`config.mk`:
```
export PLATFORM = sky130hd
export DESIGN_NAME = share_queue
export DESIGN_NICKNAME = d
export VERILOG_FILES = /design/src/rtl/miner_pkg.sv /design/src/rtl/share_ring.sv /design/src/rtl/share_queue.sv
export SDC_FILE = /design/constraint.sdc
export NUM_CORES = 1
export LEC_CHECK = 0
export ABC_CLOCK_PERIOD_IN_PS = 4580
export CELL_PAD_IN_SITES_DETAIL_PLACEMENT = 1
export CELL_PAD_IN_SITES_GLOBAL_PLACEMENT = 1
export CORE_UTILIZATION = 50
export CTS_BUF_LIST = sky130_fd_sc_hd__clkbuf_4 sky130_fd_sc_hd__clkbuf_8
export CTS_CLUSTER_SIZE = 25
export DETAILED_ROUTE_END_ITERATION = 10
export PLACE_DENSITY_LB_ADDON = 0.1
export SETUP_SLACK_MARGIN = 0.5
export SLEW_MARGIN = 20
export SYNTH_ARGS = -nofsm -noshare
export SYNTH_HDL_FRONTEND = slang
export SYNTH_SLANG_ARGS = --single-unit
```
`constraint.sdc`:
```
create_clock -name clk -period 4.58 [get_ports clk]
set_input_delay 0.916 -clock clk [delete_from_list [all_inputs] [get_ports clk]]
set_output_delay 0.916 -clock clk [all_outputs]
set_load 0.05 [all_outputs]
```
`src/rtl/miner_pkg.sv`:
```
// Shared miner constants: default nonce width and the widths of the share
// queue's statistics counters.
package miner_pkg;
   localparam int NONCE_W_DEF = 32;
   localparam int DROP_W      = 16;
   localparam int HASH_CNT_W  = 48;
endpackage

```
`src/rtl/share_ring.sv`:
```
// Share storage: DEPTH x NONCE_W registers, one write port, one registered read port.
// The read register forwards a same-cycle write so a fresh head is visible next cycle.
module share_ring #(
   parameter int DEPTH   = 8,
   parameter int NONCE_W = 32,
   localparam int AW     = $clog2(DEPTH)
) (
   input  logic               clk,
   input  logic               we,
   input  logic [AW-1:0]      waddr,
   input  logic [NONCE_W-1:0] wdata,
   input  logic [AW-1:0]      raddr,
   output logic [NONCE_W-1:0] rdata
);
   logic [NONCE_W-1:0] mem [DEPTH];

   always_ff @(posedge clk) begin
      if (we) mem[waddr] <= wdata;
      rdata <= (we && waddr == raddr) ? wdata : mem[raddr];
   end
endmodule

```
`src/rtl/share_queue.sv`:
```
// Queue of winning nonces between hash comparator and share consumer; drops
// (counted, sticky flag) when full. SHARE_QUEUE_STATS_EN adds a 48-bit hash counter.
module share_queue import miner_pkg::*; #(
   parameter int DEPTH   = 8,
   parameter int NONCE_W = NONCE_W_DEF,
   localparam int AW     = $clog2(DEPTH),
   localparam int LW     = $clog2(DEPTH + 1)
) (
   input  logic                  clk,
   input  logic                  rst,
   input  logic                  res_valid,
   input  logic                  res_hit,
   input  logic [NONCE_W-1:0]    res_nonce,
   input  logic                  flush,
   output logic                  share_valid,
   input  logic                  share_ready,
   output logic [NONCE_W-1:0]    share_nonce,
   output logic [LW-1:0]         level,
   output logic [DROP_W-1:0]     dropped,
   output logic                  overflow
`ifdef SHARE_QUEUE_STATS_EN
   ,
   output logic [HASH_CNT_W-1:0] hash_count
`endif
);
   localparam logic [LW-1:0] FULL = LW'(DEPTH);

   logic [AW-1:0] wr_ptr, rd_ptr, rd_ptr_nxt;
   logic [LW-1:0] count;
   logic          hit, pop, full, push, drop;

   assign hit         = res_valid & res_hit;
   assign full        = (count == FULL);
   assign share_valid = (count != '0);
   assign pop         = share_valid & share_ready;
   // A full queue still accepts a hit when the head leaves in the same cycle.
   assign push        = hit & ~flush & (~full | pop);
   assign drop        = hit & ~flush & full & ~pop;
   assign rd_ptr_nxt  = (pop & ~flush) ? rd_ptr + 1'b1 : rd_ptr;
   assign level       = count;

   always_ff @(posedge clk or posedge rst) begin
      if (rst) begin
         wr_ptr   <= '0;
         rd_ptr   <= '0;
         count    <= '0;
         dropped  <= '0;
         overflow <= 1'b0;
      end else if (flush) begin
         wr_ptr <= rd_ptr;
         count  <= '0;
      end else begin
         if (push) wr_ptr <= wr_ptr + 1'b1;
         rd_ptr <= rd_ptr_nxt;
         count  <= count + LW'(push) - LW'(pop);
         if (drop) begin
            overflow <= 1'b1;
            if (dropped != '1) dropped <= dropped + 1'b1;
         end
      end
   end

`ifdef SHARE_QUEUE_STATS_EN
   always_ff @(posedge clk or posedge rst) begin
      if (rst)            hash_count <= '0;
      else if (res_valid) hash_count <= hash_count + 1'b1;
   end
`endif

   // Read address is the post-edge head so share_nonce tracks rd_ptr.
   share_ring #(.DEPTH(DEPTH), .NONCE_W(NONCE_W)) u_ring (
      .clk   (clk),
      .we    (push),
      .waddr (wr_ptr),
      .wdata (res_nonce),
      .raddr (rd_ptr_nxt),
      .rdata (share_nonce)
   );
endmodule

```
---- Yosys cells after proc, flatten, opt, wreduce, memory -nomap -nowiden ----
Memory sizes are Yosys's and may differ from the RTL's. A register that Yosys moved wholly into a read port is not among the register bits.
Cells that the tools add are included.
word-level totals
  register bits ........................... 27
  RAM bits ................................ 256
  input port bits ......................... 38
  memories kept ........................... 1
memories
  name        depth  width  read ports  clocked after memory_dff  wr ports  RTL line          RTL
  u_ring.mem  8      32     1           1                         1         share_ring.sv:15  logic [NONCE_W-1:0] mem [DEPTH];
cells by class
  add/subtract/negate cells ............... 5
  equality and inequality tests ........... 2
  mux-type cells .......................... 6
  bitwise gates (word level) .............. 11
  reduce and logical (&&, ||, !) cells .... 4
operators by type and width
  cell                     number
  $add A16 B1 Y16 const B  1
  $ne A16 B16 Y1 const B   1
  $mux W3                  3
  $and A1 B1 Y1            7
  $add A3 B1 Y3 const B    2
  $add A4 B1 Y4            1
  $eq A4 B4 Y1 const B     1
  $mux W4                  1
  $reduce_bool A4 Y1       1
  $sub A4 B1 Y4            1
  $not A1 Y1               3
  $reduce_and A3 Y1        1
  $mux W1                  2
  $reduce_and A2 Y1        1
  $reduce_bool A2 Y1       1
  $or A1 B1 Y1             1

---- Longest topological paths before layout ----
  depth after elaboration ................. 7
  mapped depth ............................ 10

---- Hierarchy ----
From an unflattened synthesis, not the netlist that was laid out.
unflattened totals
  cells, all modules ...................... 510
  area total of the unflattened synthesis .. 11319.6 µm²
modules (own cells, without submodules)
  module       times used  cells each  area an instance (µm²)
  share_ring   1           386         9885.7
  share_queue  1           124         1433.9

---- Least setup slack after synthesis ----
OpenSTA, ideal clock, no wires.
  path type ............................... register to register
  start ................................... register count[2], in the netlist level[2]
  end ..................................... memory u_ring.mem[2][0] (enable)
  setup time .............................. 0.468 ns
  arrival time ............................ 4.129 ns
  required time ........................... 4.112 ns
  slack ................................... -0.017 ns
  stages on the path, launching flop included .. 7
  buffers on the path ..................... 0
  period minus slack after synthesis ...... 4.597 ns
  cell sequence ........................... dfrtp_1 -> inv_1 -> ha_1 -> nand2b_1 -> a21oi_1 -> nand2b_1 -> nor3b_1
between the ends
  cells in the longest elaborated chain, start to end .. 6
  elaborated cells on any way between the ends .. 8
  those cells by class .................... eq/ne: 1; mux: 2; bitwise: 4; reduce/logical: 1
ends and longest elaborated chain
  item                                                RTL line                              RTL
  start: declaration                                  share_queue.sv:29                     logic [LW-1:0] count;
  start signal: assignment                            share_queue.sv:55                     count <= count + LW'(push) - LW'(pop);
  $reduce_bool A4 Y1 or $eq A4 B4 Y1 (tied branches)  share_queue.sv:34, share_queue.sv:33
  $and A1 B1 Y1 or $not A1 Y1 (tied branches)         share_queue.sv:35, share_queue.sv:37
  $or A1 B1 Y1 (*)                                    share_queue.sv:37                     assign push = hit & ~flush & (~full | pop);
  $and A1 B1 Y1 (*)                                   share_queue.sv:37
  $mux W1 (*)                                         share_ring.sv:18                      if (we) mem[waddr] <= wdata;
  $mux W1 (not written as such) (*)                   share_ring.sv:18
  end: declaration                                    share_ring.sv:15
Every way passes the cells marked *; elsewhere a longest branch is shown, timed or not.

==> impl_metrics.ini <==
[run_status]
status = completed

[timing]
relSlewSlack = 0.325
fin_crit_sh = 0.829
worst_slew_pin_slew_ns = 1.01
hold_violations = 0
fin_crit_ns = 3.80
finalMaxSlewViolations = 0
setup_ws_ns = 0.784
final.setup.tns_ns = 0
fin_skew_ns = 0.0253
rsz0062_at_grt = false
fmax_mhz = 263
setup_viol = 0

[cells_and_area]
num-nets-final = 712
fin_area_mm2 = 0.0134
diodes = 0
drive_gt1_frac = 0.294
area_growth_pct = 20.2

[clocking]
cts_tree = done
cts-buffers-inserted = 46
numClockSinks = 286
clock_latency_ns = 0.55
cts_max_path_buffers = 3
cts_setup_buffers = 0
clockRootBuffer = clkbuf_8
htreeDepth = 2
cts_resized = 0
clk_pin_slew_worst_paths_ns = 0.06
cts_hold_buf = 0

[setup_path]
cp_max_fo = 21
crit_path_end_kind = primary output
rrSetupSlack_ns = 1.84
endpoint = share_nonce[22]
start_kind = register
required_ns = 3.66
r2r_start = level[2]
criticalPathCategory = reg -> out
r2r-end = u_ring.mem[2][27]
crit_arrival_ns = 2.88
rr_worst_depth = 7

[flow_run]
cap_violations = 0

[routing]
viasPerCell = 5.66
first_pass_iters = 4
route.detailed.drc = 0
vias = 5532
dr.first_iter.drc_count = 350
wl_per_cell_um = 22.1
met2_length_um = 10800
wl_met1_um = 9660
wl_met3_um = 798
drtAntennaViolNets = 0
wl_um = 21600
top_layer = met4

[global_routing]
grt_pass1_vias = 6093
antenna_found_initial = 0
grt_use_total = 0.199
grt_max_degree = 43
grt_pass1_wl_um = 33700
grt_overflow_total = 0

[synth]
synth_warnings = 0
yosys-top-cells-area = edfxtp_1 69%, mux4_2 13%, dfrtp_1 6.0%
synthFlopType = edfxtp_1
synth_top_area_frac = 0.688
yosysSeqAreaShare = 0.754
synth.distinct_cells = 39
ys_ff_latch = 286
synth_common_cells = 256 x edfxtp_1, 64 x mux4_2, 36 x mux2_2, 27 x dfrtp_1, 16 x nand2_1
syn_area_mm2 = 0.0112
synthArstFlopShare = 0.0944
yosysMostFrequentCell = edfxtp_1
synth_cells = 526
syn_avg_cell_area_um2 = 21.2
yosys.area.top_type = edfxtp_1
synth-edff-count = 256
syn-num-nets = 573

[power_and_ir_drop]
peakVddDrop_mv = 0.436
power_density_mw_per_mm2 = 612
p_leak_nw = 4.48
finalPower_mw = 8.22

[floorplan]
ios = 92
fp.dieH_um = 151
row_count = 54
core_mm2 = 0.0219
initial_utilization = 0.510
die_w_um = 151
dieArea_mm2 = 0.0229

[placed_design]
placed_area_mm2 = 0.0126
pre_cts_ws_ns = 0.920
gp_congestion = 0.722
hpwl_um = 12800
port_buffers = 91

[min_path]
hold_start = overflow
hold_class = reg -> reg
==> per-layer routing <==
metal | track usage | vias up
met2 | 0.334 | 130
met4 | 0.0550 | 0
li1 | - | 2448
met1 | 0.267 | 2924
met5 | 0 | -
met3 | 0.0389 | 30
==> final cells by class <==
cell class	count	area, um^2
fillers	1891	8470
inverters	9	33.8
clock buffers	64	781
multi-input cells	211	2690
clock inverters	16	70.1
repair buffers	111	1070
well taps	280	350
flip-flops and latches	286	8430
==> cells by family after synthesis <==
| family | Yosys count | synth area share |
|---|---|---|
| AO/OA/AOI/OAI | 16 | 0.00964 |
| multiplexers | 100 | 0.165 |
| flip-flops | 286 | 0.754 |
| AND/OR/NAND/NOR | 67 | 0.0341 |
| XOR/XNOR | 19 | 0.0149 |
| adder cells (fa/ha/maj) | 9 | 0.0108 |
| buffers and inverters | 29 | 0.0111 |
==> registers in the layout, indices dropped and copies added, names as in the netlist, named ones only <==
register / flops
u_ring.mem: 256
dropped: 16
level: 4
rd_ptr: 3
wr_ptr: 3
overflow: 1
==> how the worst min path moves through the flow <==
| stage | to | depth (start not counted) | slack, ns |
|---|---|---|---|
| 3_3_place_gp | overflow | 1 | 0.45 |
| 5_1_grt | overflow | 1 | 0.53 |
| 3_5_place_dp | overflow | 1 | 0.45 |
| 4_1_cts | overflow | 1 | 0.48 |
| 2_1_floorplan | rd_ptr[2] | 1 | 0.49 |
| 6_report | overflow | 1 | 0.47 |
==> worst max-delay path, cell delays in order (launching register included) <==
cell             delay, ns
dfxtp_4               0.37
buf_4                 0.40
mux4_2                0.59
mux2_2                0.28
clkdlybuf4s50_1       0.69
==> cells in the final DEF, fill, tap and decap left out, types with 3 or more instances in the layout <==
cell type / instances
clkdlybuf4s50_1: 91
nand2b_1: 3
nor3_1: 4
a21oi_1: 3
clkinv_2: 5
clkbuf_4: 16
mux4_2: 64
buf_4: 19
nand4_1: 8
xnor2_1: 9
xor2_1: 10
and4_1: 3
edfxtp_1: 256
nor2_1: 4
nor4_1: 6
nor3_2: 4
o21ai_0: 5
clkinv_1: 10
mux2_2: 36
nand2_1: 16
dfrtp_1: 27
nor2b_1: 3
inv_1: 8
clkbuf_8: 48
ha_1: 8
==> metrics by stage <==
step | std cells | hold WS, ns | util
2_1_floorplan | 526 | 0.486 | -
3_3_place_gp | 897 | 0.454 | 0.574
3_5_place_dp | 897 | 0.454 | 0.574
4_1_cts | 977 | 0.481 | 0.613
5_1_grt | 977 | 0.526 | 0.613
6_report | 977 | 0.471 | 0.613
==> report_power, final <==
part / switching [mW] / leakage [nW] / internal, mW
clock network: 0.929 / 0.454 / 1.10
registers: 0.198 / 2.68 / 3.00
logic: 1.69 / 1.35 / 1.31
total: 2.81 / 4.48 / 5.41
(Power assumes the default switching activity.)
